## src/rtl/fib_scan_ctrl.sv

```systemverilog
// Exhaustive on-chip checker for the N-bit Fibonacci-membership detectors.
// Sweeps x over 0..2^N-1 and compares the three detectors against a running Fibonacci reference.
module fib_scan_ctrl #(
  parameter int N      = 4,
  parameter int SETTLE = 1
) (
  input  logic         clk,
  input  logic         rst_n,
  input  logic         start,
  input  logic         o_b,
  input  logic         o_g,
  input  logic         o_d,
  output logic [N-1:0] x,
  output logic         busy,
  output logic         done,
  output logic         pass,
  output logic [N:0]   fib_cnt,
  output logic [N-1:0] err_idx,
  output logic [2:0]   err_mask
);

  typedef enum logic [2:0] {
    S_IDLE,
    S_WAIT,
    S_CHECK,
    S_ADV,
    S_DONE
  } state_t;

  localparam logic [3:0]   SETTLE_L = 4'(SETTLE);
  localparam logic [N-1:0] X_LAST   = {N{1'b1}};
  localparam logic [N-1:0] X_ONE    = {{(N-1){1'b0}}, 1'b1};

  state_t       r_state;
  logic [N+1:0] r_f_cur;
  logic [N+1:0] r_f_nxt;
  logic [3:0]   r_settle;

  logic         w_ref;
  logic [2:0]   w_mism;
  logic         w_step;
  logic         w_last;

  // The reference term trails x: it is the smallest sequence term not yet passed.
  assign w_ref  = ({2'b00, x} == r_f_cur);
  assign w_mism = {o_b ^ w_ref, o_g ^ w_ref, o_d ^ w_ref};
  assign w_step = (r_f_cur <= {2'b00, x});
  assign w_last = (x == X_LAST);

  always_ff @(posedge clk or negedge rst_n) begin
    if (!rst_n) begin
      r_state  <= S_IDLE;
      r_f_cur  <= '0;
      r_f_nxt  <= '0;
      r_settle <= '0;
      x        <= '0;
      busy     <= 1'b0;
      done     <= 1'b0;
      pass     <= 1'b0;
      fib_cnt  <= '0;
      err_idx  <= '0;
      err_mask <= '0;
    end else begin
      done <= 1'b0;
      case (r_state)
        S_IDLE: begin
          if (start) begin
            x        <= '0;
            r_f_cur  <= '0;
            r_f_nxt  <= {{(N+1){1'b0}}, 1'b1};
            fib_cnt  <= '0;
            err_idx  <= '0;
            err_mask <= '0;
            pass     <= 1'b1;
            r_settle <= SETTLE_L;
            busy     <= 1'b1;
            r_state  <= S_WAIT;
          end
        end
        S_WAIT: begin
          if (r_settle == 4'd1) begin
            r_state <= S_CHECK;
          end else begin
            r_settle <= r_settle - 4'd1;
          end
        end
        S_CHECK: begin
          if (w_mism != 3'b000) begin
            err_idx  <= x;
            err_mask <= w_mism;
            pass     <= 1'b0;
            busy     <= 1'b0;
            done     <= 1'b1;
            r_state  <= S_DONE;
          end else begin
            fib_cnt <= fib_cnt + (N+1)'(w_ref);
            r_state <= S_ADV;
          end
        end
        S_ADV: begin
          // One reference step per cycle; the repeated term 1 costs two steps at x=1.
          if (w_step) begin
            r_f_cur <= r_f_nxt;
            r_f_nxt <= r_f_cur + r_f_nxt;
          end else if (w_last) begin
            busy    <= 1'b0;
            done    <= 1'b1;
            r_state <= S_DONE;
          end else begin
            x        <= x + X_ONE;
            r_settle <= SETTLE_L;
            r_state  <= S_WAIT;
          end
        end
        S_DONE: begin
          r_state <= S_IDLE;
        end
        default: begin
          r_state <= S_IDLE;
          busy    <= 1'b0;
        end
      endcase
    end
  end

endmodule

```

## config.mk

```make
export PLATFORM = sky130hd
export DESIGN_NAME = fib_scan_ctrl
export DESIGN_NICKNAME = d
export VERILOG_FILES = /design/src/rtl/fib_scan_ctrl.sv
export SDC_FILE = /design/constraint.sdc
export NUM_CORES = 1
export LEC_CHECK = 0
export CORE_UTILIZATION = 50
export CTS_CLUSTER_DIAMETER = 60
export CTS_CLUSTER_SIZE = 25
export DETAILED_ROUTE_END_ITERATION = 12
export PLACE_DENSITY = 0.75
export SYNTH_ARGS = -nofsm -noshare
export SYNTH_HDL_FRONTEND = slang
export SYNTH_SLANG_ARGS = --single-unit
```

## constraint.sdc

```tcl
create_clock -name clk -period 2.1 [get_ports clk]
set_input_delay 0.21 -clock clk [delete_from_list [all_inputs] [get_ports clk]]
set_output_delay 0.21 -clock clk [all_outputs]
set_load 0.05 [all_outputs]
```

* Word level (Yosys, flattened, before mapping)
Index checks and enable logic that the tools add are counted.
Storage, ports and cells: flip-flop bits (word level) 38, bits of input ports 6, word-level logic and storage cells 88
Cells by class: add/sub/neg operators 4, magnitude comparators 1, equal/unequal tests 16, muxes and demuxes 39, bitwise logic cells 4, reduce and logical (&&, ||, !) cells 13
Operators by type and width (count):
- two-way mux 4 bit | 8
- two-way mux 6 bit | 4
- one-hot mux 6 bit (2 select lines) | 2
- two-way mux 3 bit | 7
- inequality test 2 bit (second input constant) | 9
- one-hot mux 4 bit (2 select lines) | 2
- one-hot mux 3 bit (4 select lines) | 1
- one-hot mux 4 bit (3 select lines) | 1
- AND reduction 3 bit | 4
- two-way mux 5 bit | 2
- one-hot mux 5 bit (2 select lines) | 1
- AND reduction 5 bit | 2
- two-way mux 1 bit | 7
- adder 6 bit | 1
- equality test 3 x 2 -> 1 bit (second input constant) | 2
- equality test 4 x 6 -> 1 bit | 1
- <= comparator 6 x 4 -> 1 bit | 1
- one-hot mux 3 bit (2 select lines) | 1
- nonzero test 3 bit | 2
- adder 5 x 1 -> 5 bit | 1
- adder 4 x 1 -> 4 bit (second input constant) | 1
- equality test 4 x 1 -> 1 bit (second input constant) | 1
- equality test 4 bit (second input constant) | 1
- one-hot mux 1 bit (2 select lines) | 2
- 10 further kinds | 13

* Longest topological paths before layout
Gate-level depths: netlist (run 1).
depth in word-level cells 5, mapped depth 10, mapped depth without buffers 10

* Worst setup path after synthesis (run 1)
No wires, ideal clock.
path type register to register, from reg x[2], to reg fib_cnt[3], setup time 0.086 ns, data arrival time 2.404 ns, setup slack -0.389 ns, stages on the path, launching flop included 8, buffers on the path 0, period minus slack after synthesis 2.489 ns, cells stage by stage dfrtp_1 -> inv_1 -> ha_1 -> and4_1 -> a2111o_1 -> a21oi_1 -> nand4_1 -> o21ai_0
On the way: cells in the longest elaborated chain, start to end 5
RTL lines:
- start, declared | line 13 | output logic [N-1:0] x,
- start signal, assigned | line 110 | x <= x + X_ONE;
- equality test 4 x 6 -> 1 bit * | line 45 | assign w_ref = ({2'b00, x} == r_f_cur);
- parallel branches: the longest is 4 deep, another holds adder 5 x 1 -> 5 bit
- end signal, assigned | line 96 | fib_cnt <= fib_cnt + (N+1)'(w_ref);
- end, declared | line 17 | output logic [N:0] fib_cnt,
Every way passes the cells marked *. The select of a mux whose other input is x is not followed. A chain may end at the register's enable or synchronous reset.

* Worst setup path after layout (run 1)
from reg x[2], to reg x[2]
On the way: cells in the longest elaborated chain, start to end 4
RTL lines:
- adder 4 x 1 -> 4 bit | line 110
- two-way mux 4 bit | line 105 | end else if (w_last) begin
- two-way mux 4 bit | line 102 | if (w_step) begin
- one-hot mux 4 bit (2 select lines) | line 65 | case (r_state)
Several ways; a longest one is shown, not always the timed one. The select of a mux whose other input is x is not followed.

==> flow_summary.json, run 1 <==
{
  "skew_ps": 6.74,
  "clk_latency_ps": 290,
  "finalHoldViolCount": 31,
  "cts_tree": "built",
  "first_pass_iters": 4,
  "rsz0062_at_grt": "yes",
  "clk_pin_slew_ps": 70,
  "die_area_um2": 4540,
  "dp_hpwl_mm": 3.71,
  "wl_per_cell_um": 15.9,
  "synth_area_um2": 2140,
  "combPwrFrac": 0.551,
  "placed_cell_area_um2": 2580,
  "slew-limit-headroom": 0.412,
  "start_util": 0.527,
  "whs_ps": -25.7,
  "die_x_um": 67.4,
  "startpoint": "x[2]",
  "seq_area_frac_synth": 0.444,
  "setup_slack_ps": -34.2,
  "synth_commonest_cells": "dfrtp_1, nand2_1, o21ai_0",
  "vias_per_cell": 5.86,
  "rrSetupSlack_ps": -30,
  "cp_max_fo": 5,
  "async_reset_ff_frac": 1.00,
  "yosysMostFrequentCell": "dfrtp_1",
  "final_nets": 286,
  "r2r_cells": 8,
  "n_antenna_cell": 0,
  "status": "finished with violations",
  "powerDensity_nw_per_um2": 1200,
  "portBuffers": 24,
  "cts_made_buffers": 5,
  "worstPathRequired_ps": 2290,
  "p_leak_nw": 1.19,
  "synth-main-ff-cell": "dfrtp_1",
  "cts-htree-levels": 2,
  "crit_arrival_ps": 2320,
  "power_mw": 3.28,
  "grt_pass1_wl_mm": 8.09,
  "syn-num-nets": 241,
  "r2r-end": "x[2]",
  "synthTopCellsByArea": "dfrtp_1, ha_1, o21ai_0",
  "grt_usage": 0.240,
  "startpoint_type": "flop",
  "drive_above_1_share": 0.195,
  "finalMaxSlewViolations": 0,
  "die_h_um": 67.4,
  "yosys_warnings": 0,
  "drt_iter0_drc": 178,
  "io_pins": 25,
  "num_rows": 23,
  "max_freq_mhz": 469,
  "grt_max_degree": 34,
  "synth_top_area_frac": 0.444,
  "ir_worst_vdd_v": 0.000597,
  "synth_seq_cells": 38,
  "setup_viol": 2,
  "min_period_over_period": 1.02,
  "synth_edf_count": 0,
  "swShare": 0.445,
  "violations": "hold timing, setup timing",
  "crit_path_end_kind": "flop",
  "drc": 0,
  "cap_violations": 0,
  "core-area_um2": 4060,
  "multi_input_area_um2": 1160,
  "syn_to_final_growth_pct": 27.9,
  "grt_pass1_vias": 1777,
  "clkPwrFrac": 0.146,
  "netlist_instances": 220,
  "fin_area_um2": 2740,
  "clock_path_buffers": 2,
  "syn_avg_cell_area_um2": 9.73,
  "critPathCapture": "x[2]",
  "seq_area_um2": 957,
  "p_int_mw": 1.82,
  "finalWeightedCongestion": 0.850,
  "hold_path_class": "input port to async pin",
  "fill_cells": 322,
  "critPathKind": "flop to flop",
  "period_needed_ps": 2130,
  "globalRouteOverflowTotal": 0,
  "r2r-start": "x[2]",
  "antenna_found_initial": 0,
  "clock_sinks": 38,
  "pwr-share-seq": 0.303,
  "synth_cell_types": 46,
  "p_switching_mw": 1.46,
  "clockRootBuffer": "clkbuf_8",
  "drt-total-wl_mm": 5.04,
  "ant_nets": 0,
  "max_slew.worst_pin.slew_ps": 860,
  "num_vias": 1852,
  "fin_util": 0.674,
  "synth_area_leader_cell": "dfrtp_1"
}
-- cell usage in the layout, fill, tap and decap left out, types with 4 or more instances in the layout --
cell type,n
dfrtp_1,33
nand2_1,23
clkdlybuf4s50_1,23
buf_4,19
o21ai_0,16
inv_1,12
nor2_1,10
ha_1,9
nand3_1,8
a21oi_1,7
mux2i_1,6
o31ai_1,6
inv_2,5
xnor2_1,5
clkbuf_8,5
dfrtp_2,5
a21oi_2,4
o211ai_1,4
nand4_1,4
a22o_1,4
a31oi_1,4
ha_4,4
-- per-layer routing --
metal / up-vias / GRT usage / share of wire
met4: 0 / 0.0984 / 0.030
met5: - / 0 / 0
met3: 13 / 0.0473 / 0.037
li1: 900 / - / -
met1: 889 / 0.315 / 0.46
met2: 50 / 0.383 / 0.47
-- sequential cells by signal (all words and copies together) (netlist names), 3 cells and up --
| register | count |
|---|---|
| err_idx | 4 |
| err_mask | 3 |
| fib_cnt | 5 |
| r_f_cur | 6 |
| r_f_nxt | 6 |
| r_settle | 4 |
| r_state | 3 |
| x | 4 |
-- critical path: stages, from the launching register on --
cell and delay (ps):
dfrtp_2 420, inv_2 90, ha_4 210, o21ai_0 280, a21oi_2 110, buf_4 160
o211ai_1 420, a21oi_1 140, o22ai_1 220
-- worst min-delay path by stage --
stage | start | to | slack (ps)
floorplan | rst_n | busy | -90
global placement | rst_n | r_settle[0] | 310
detailed placement | rst_n | r_settle[1] | 320
CTS | rst_n | r_settle[3] | 10
global route | rst_n | r_settle[3] | 50
finish | rst_n | r_settle[1] | -30
-- repair_timing --
action / CTS / global route
resized for setup: 0 / 7
setup endpoints to repair: 0 / 15
hold buffers: 0 / 0
setup buffers: 0 / 5
-- layout make-up --
cell class / count / area share
multi-input cells: 157 / 0.423
flip-flops and latches: 38 / 0.350
repair buffers: 45 / 0.150
clock buffers: 8 / 0.0293
inverters: 18 / 0.0256
well taps: 50 / 0.0229
-- through the flow --
step | cells | TNS [ps] | setup WS, ps
floorplan | 220 | 0 | 0.487
global placement | 303 | 0 | 112
detailed placement | 303 | 0 | 36.0
CTS | 311 | 0 | 32.0
global route | 316 | -365 | -128
finish | 316 | -42.8 | -34.2
-- power groups by stage --
stage | Combinational [mW] | Clock (mW) | Sequential, mW
floorplan | 0.849 | 0 | 1.35
global placement | 1.67 | 0 | 1.00
detailed placement | 1.70 | 0 | 1.01
CTS | 1.70 | 0.488 | 0.996
global route | 1.97 | 0.519 | 1.01
finish | 1.81 | 0.480 | 0.994
-- kinds of logic after synthesis --
kind of cell             share of synthesized area
AO/OA/AOI/OAI                                0.220
AND/OR/NAND/NOR                              0.145
flip-flops                                   0.444
buffers and inverters                       0.0503
adder cells (fa/ha/maj)                     0.0912
multiplexers                                0.0281
XOR/XNOR                                    0.0205
No activity file was read; power rests on OpenSTA's default activity.
==> inputs of run 2 (changes only) <==
--- a/config.mk
+++ b/config.mk
@@ -9,7 +9,7 @@
 export CTS_CLUSTER_DIAMETER = 60
 export CTS_CLUSTER_SIZE = 25
 export DETAILED_ROUTE_END_ITERATION = 12
-export PLACE_DENSITY = 0.75
+export PLACE_DENSITY_LB_ADDON = 0.12
 export SYNTH_ARGS = -nofsm -noshare
 export SYNTH_HDL_FRONTEND = slang
 export SYNTH_SLANG_ARGS = --single-unit
==> run 2 against run 1 <==
Effect of this change:
- the run now ends clean
- core utilization rose by 3.0 points
- clock power is 1% lower
- design area is 4.4% higher
- final cell count rose by 4.1%
- first-iteration DRC count fell by 31%
- register-to-register slack better by 40 ps
- critical path type unchanged
- critical endpoint is now err_mask[2]
- largest cell class unchanged
==> flow_summary.json, run 2 (synthesized netlist as in run 1, its figures left out) <==
{
  "dp_hpwl_mm": 3.57,
  "critPathCapture": "err_mask[2]",
  "multi_input_area_um2": 1170,
  "rrSetupSlack_ps": 6,
  "cap_violations": 0,
  "wl_met2_mm": 2.34,
  "clock_path_buffers": 2,
  "r2r_cells": 6,
  "die_area_um2": 4540,
  "min_period_over_period": 0.997,
  "layout_commonest_cell": "dfrtp_1",
  "cts-htree-levels": 2,
  "r2r-start": "r_f_cur[3]",
  "routed.top_layer": "met4",
  "die_h_um": 67.4,
  "drt_iter0_drc": 122,
  "num_vias": 1868,
  "hold_path_class": "input port to async pin",
  "cp_max_fo": 7,
  "start_util": 0.527,
  "num_rows": 23,
  "first_pass_iters": 4,
  "rsz0062_at_grt": "yes",
  "wl_per_cell_um": 14.9,
  "vias_per_cell": 5.68,
  "io_pins": 25,
  "ant_nets": 0,
  "worstPathRequired_ps": 2310,
  "r2r-end": "err_mask[2]",
  "crit_path_end_kind": "flop",
  "clock_sinks": 38,
  "grt_pass1_vias": 1746,
  "final_nets": 300,
  "max_slew.worst_pin.slew_ps": 545,
  "die_x_um": 67.4,
  "fin_area_um2": 2860,
  "startpoint": "r_f_cur[3]",
  "grt_pass1_wl_mm": 7.98,
  "max_freq_mhz": 478,
  "grt_max_degree": 25,
  "clockRootBuffer": "clkbuf_8",
  "powerDensity_nw_per_um2": 1170,
  "skew_ps": 5.93,
  "placed_cell_area_um2": 2610,
  "setup_viol": 0,
  "clk_pin_slew_ps": 70,
  "drt-total-wl_mm": 4.92,
  "globalRouteOverflowTotal": 0,
  "critPathKind": "flop to flop",
  "met3_length_um": 171,
  "syn_to_final_growth_pct": 33.6,
  "antenna_found_initial": 0,
  "finalWeightedCongestion": 0.877,
  "startpoint_type": "flop",
  "portBuffers": 24,
  "core-area_um2": 4060,
  "seq_area_um2": 957,
  "grt_usage": 0.242,
  "fill_cells": 307,
  "finalHoldViolCount": 0,
  "fin_util": 0.704,
  "cts_tree": "built",
  "ir_worst_vdd_v": 0.000629,
  "drive_above_1_share": 0.244,
  "drc": 0,
  "finalMaxSlewViolations": 0,
  "slew-limit-headroom": 0.637,
  "layout_common_cells": "dfrtp_1, buf_4, nand2_1, clkdlybuf4s50_1, o21ai_0",
  "status": "completed",
  "clk_latency_ps": 290,
  "met1Wirelength_mm": 2.32,
  "cts_made_buffers": 5,
  "crit_arrival_ps": 2310,
  "p_leak_nw": 1.26,
  "n_antenna_cell": 0,
  "period_needed_ps": 2090,
  "reg.largest.list": "r_f_cur: 6 flops, r_f_nxt: 6 flops, fib_cnt: 5 flops"
}
-- run 2: through the flow --
step,worst slack [ps],power (mW),TNS [ps],hold WS [ps],instances
6_report,6.32,3.34,0,431,329
5_1_grt,-89.4,3.59,-700,494,329
4_1_cts,19.3,3.20,0,447,314
3_5_place_dp,41.3,2.72,0,223,306
3_3_place_gp,46.3,2.70,0,223,306
2_1_floorplan,0.487,2.20,0,-85.6,220
-- run 2: how the worst min path moves through the flow --
stage               startpoint     endpoint  slack [ps]  cells past startpoint
detailed placement       rst_n  r_settle[0]         220                      1
global placement         rst_n  r_settle[1]         220                      1
floorplan                rst_n         busy         -90                      0
CTS                      rst_n  r_settle[0]         450                      2
finish                   rst_n  r_settle[0]         430                      2
global route             rst_n  r_settle[0]         490                      2
-- run 2: power by group --
part | switching (mW) | internal (mW)
clock network | 0.244 | 0.229
registers | 0.119 | 0.887
logic | 1.10 | 0.761
-- run 2: per-layer routing --
metal	track usage	up-vias
met4	0.0904	0
met5	0	-
met2	0.376	42
met3	0.0591	9
li1	-	927
met1	0.324	890
-- run 2: area by class of cell --
type	count	area share
Sequential cell	38	0.335
Multi-Input combinational cell	157	0.410
Tap cell	50	0.0219
Inverter	18	0.0263
Clock buffer	7	0.0267
Timing Repair Buffer	59	0.180
-- run 2: what timing repair did --
item                                    CTS  global route
hold buffers                              1             0
endpoints found under the setup margin    0            15
gates resized for setup                   0            15
hold endpoints to repair                 23             0
buffers inserted                          0            15
-- run 2: critical path, stage by stage, from the launching register on --
cell	delay, ps
dfrtp_2	440
ha_4	240
and4_4	200
a2111o_1	500
nand4_1	290
a21o_1	220
o2bb2ai_1	120
==> inputs of run 3 (changes only) <==
--- a/config.mk
+++ b/config.mk
@@ -9,6 +9,7 @@
 export CTS_CLUSTER_DIAMETER = 60
 export CTS_CLUSTER_SIZE = 25
 export DETAILED_ROUTE_END_ITERATION = 12
+export GPL_ROUTABILITY_DRIVEN = 1
 export PLACE_DENSITY_LB_ADDON = 0.12
 export SYNTH_ARGS = -nofsm -noshare
 export SYNTH_HDL_FRONTEND = slang
==> results of run 3 <==
Final layout, timing and power as in run 2 (identical DEF).
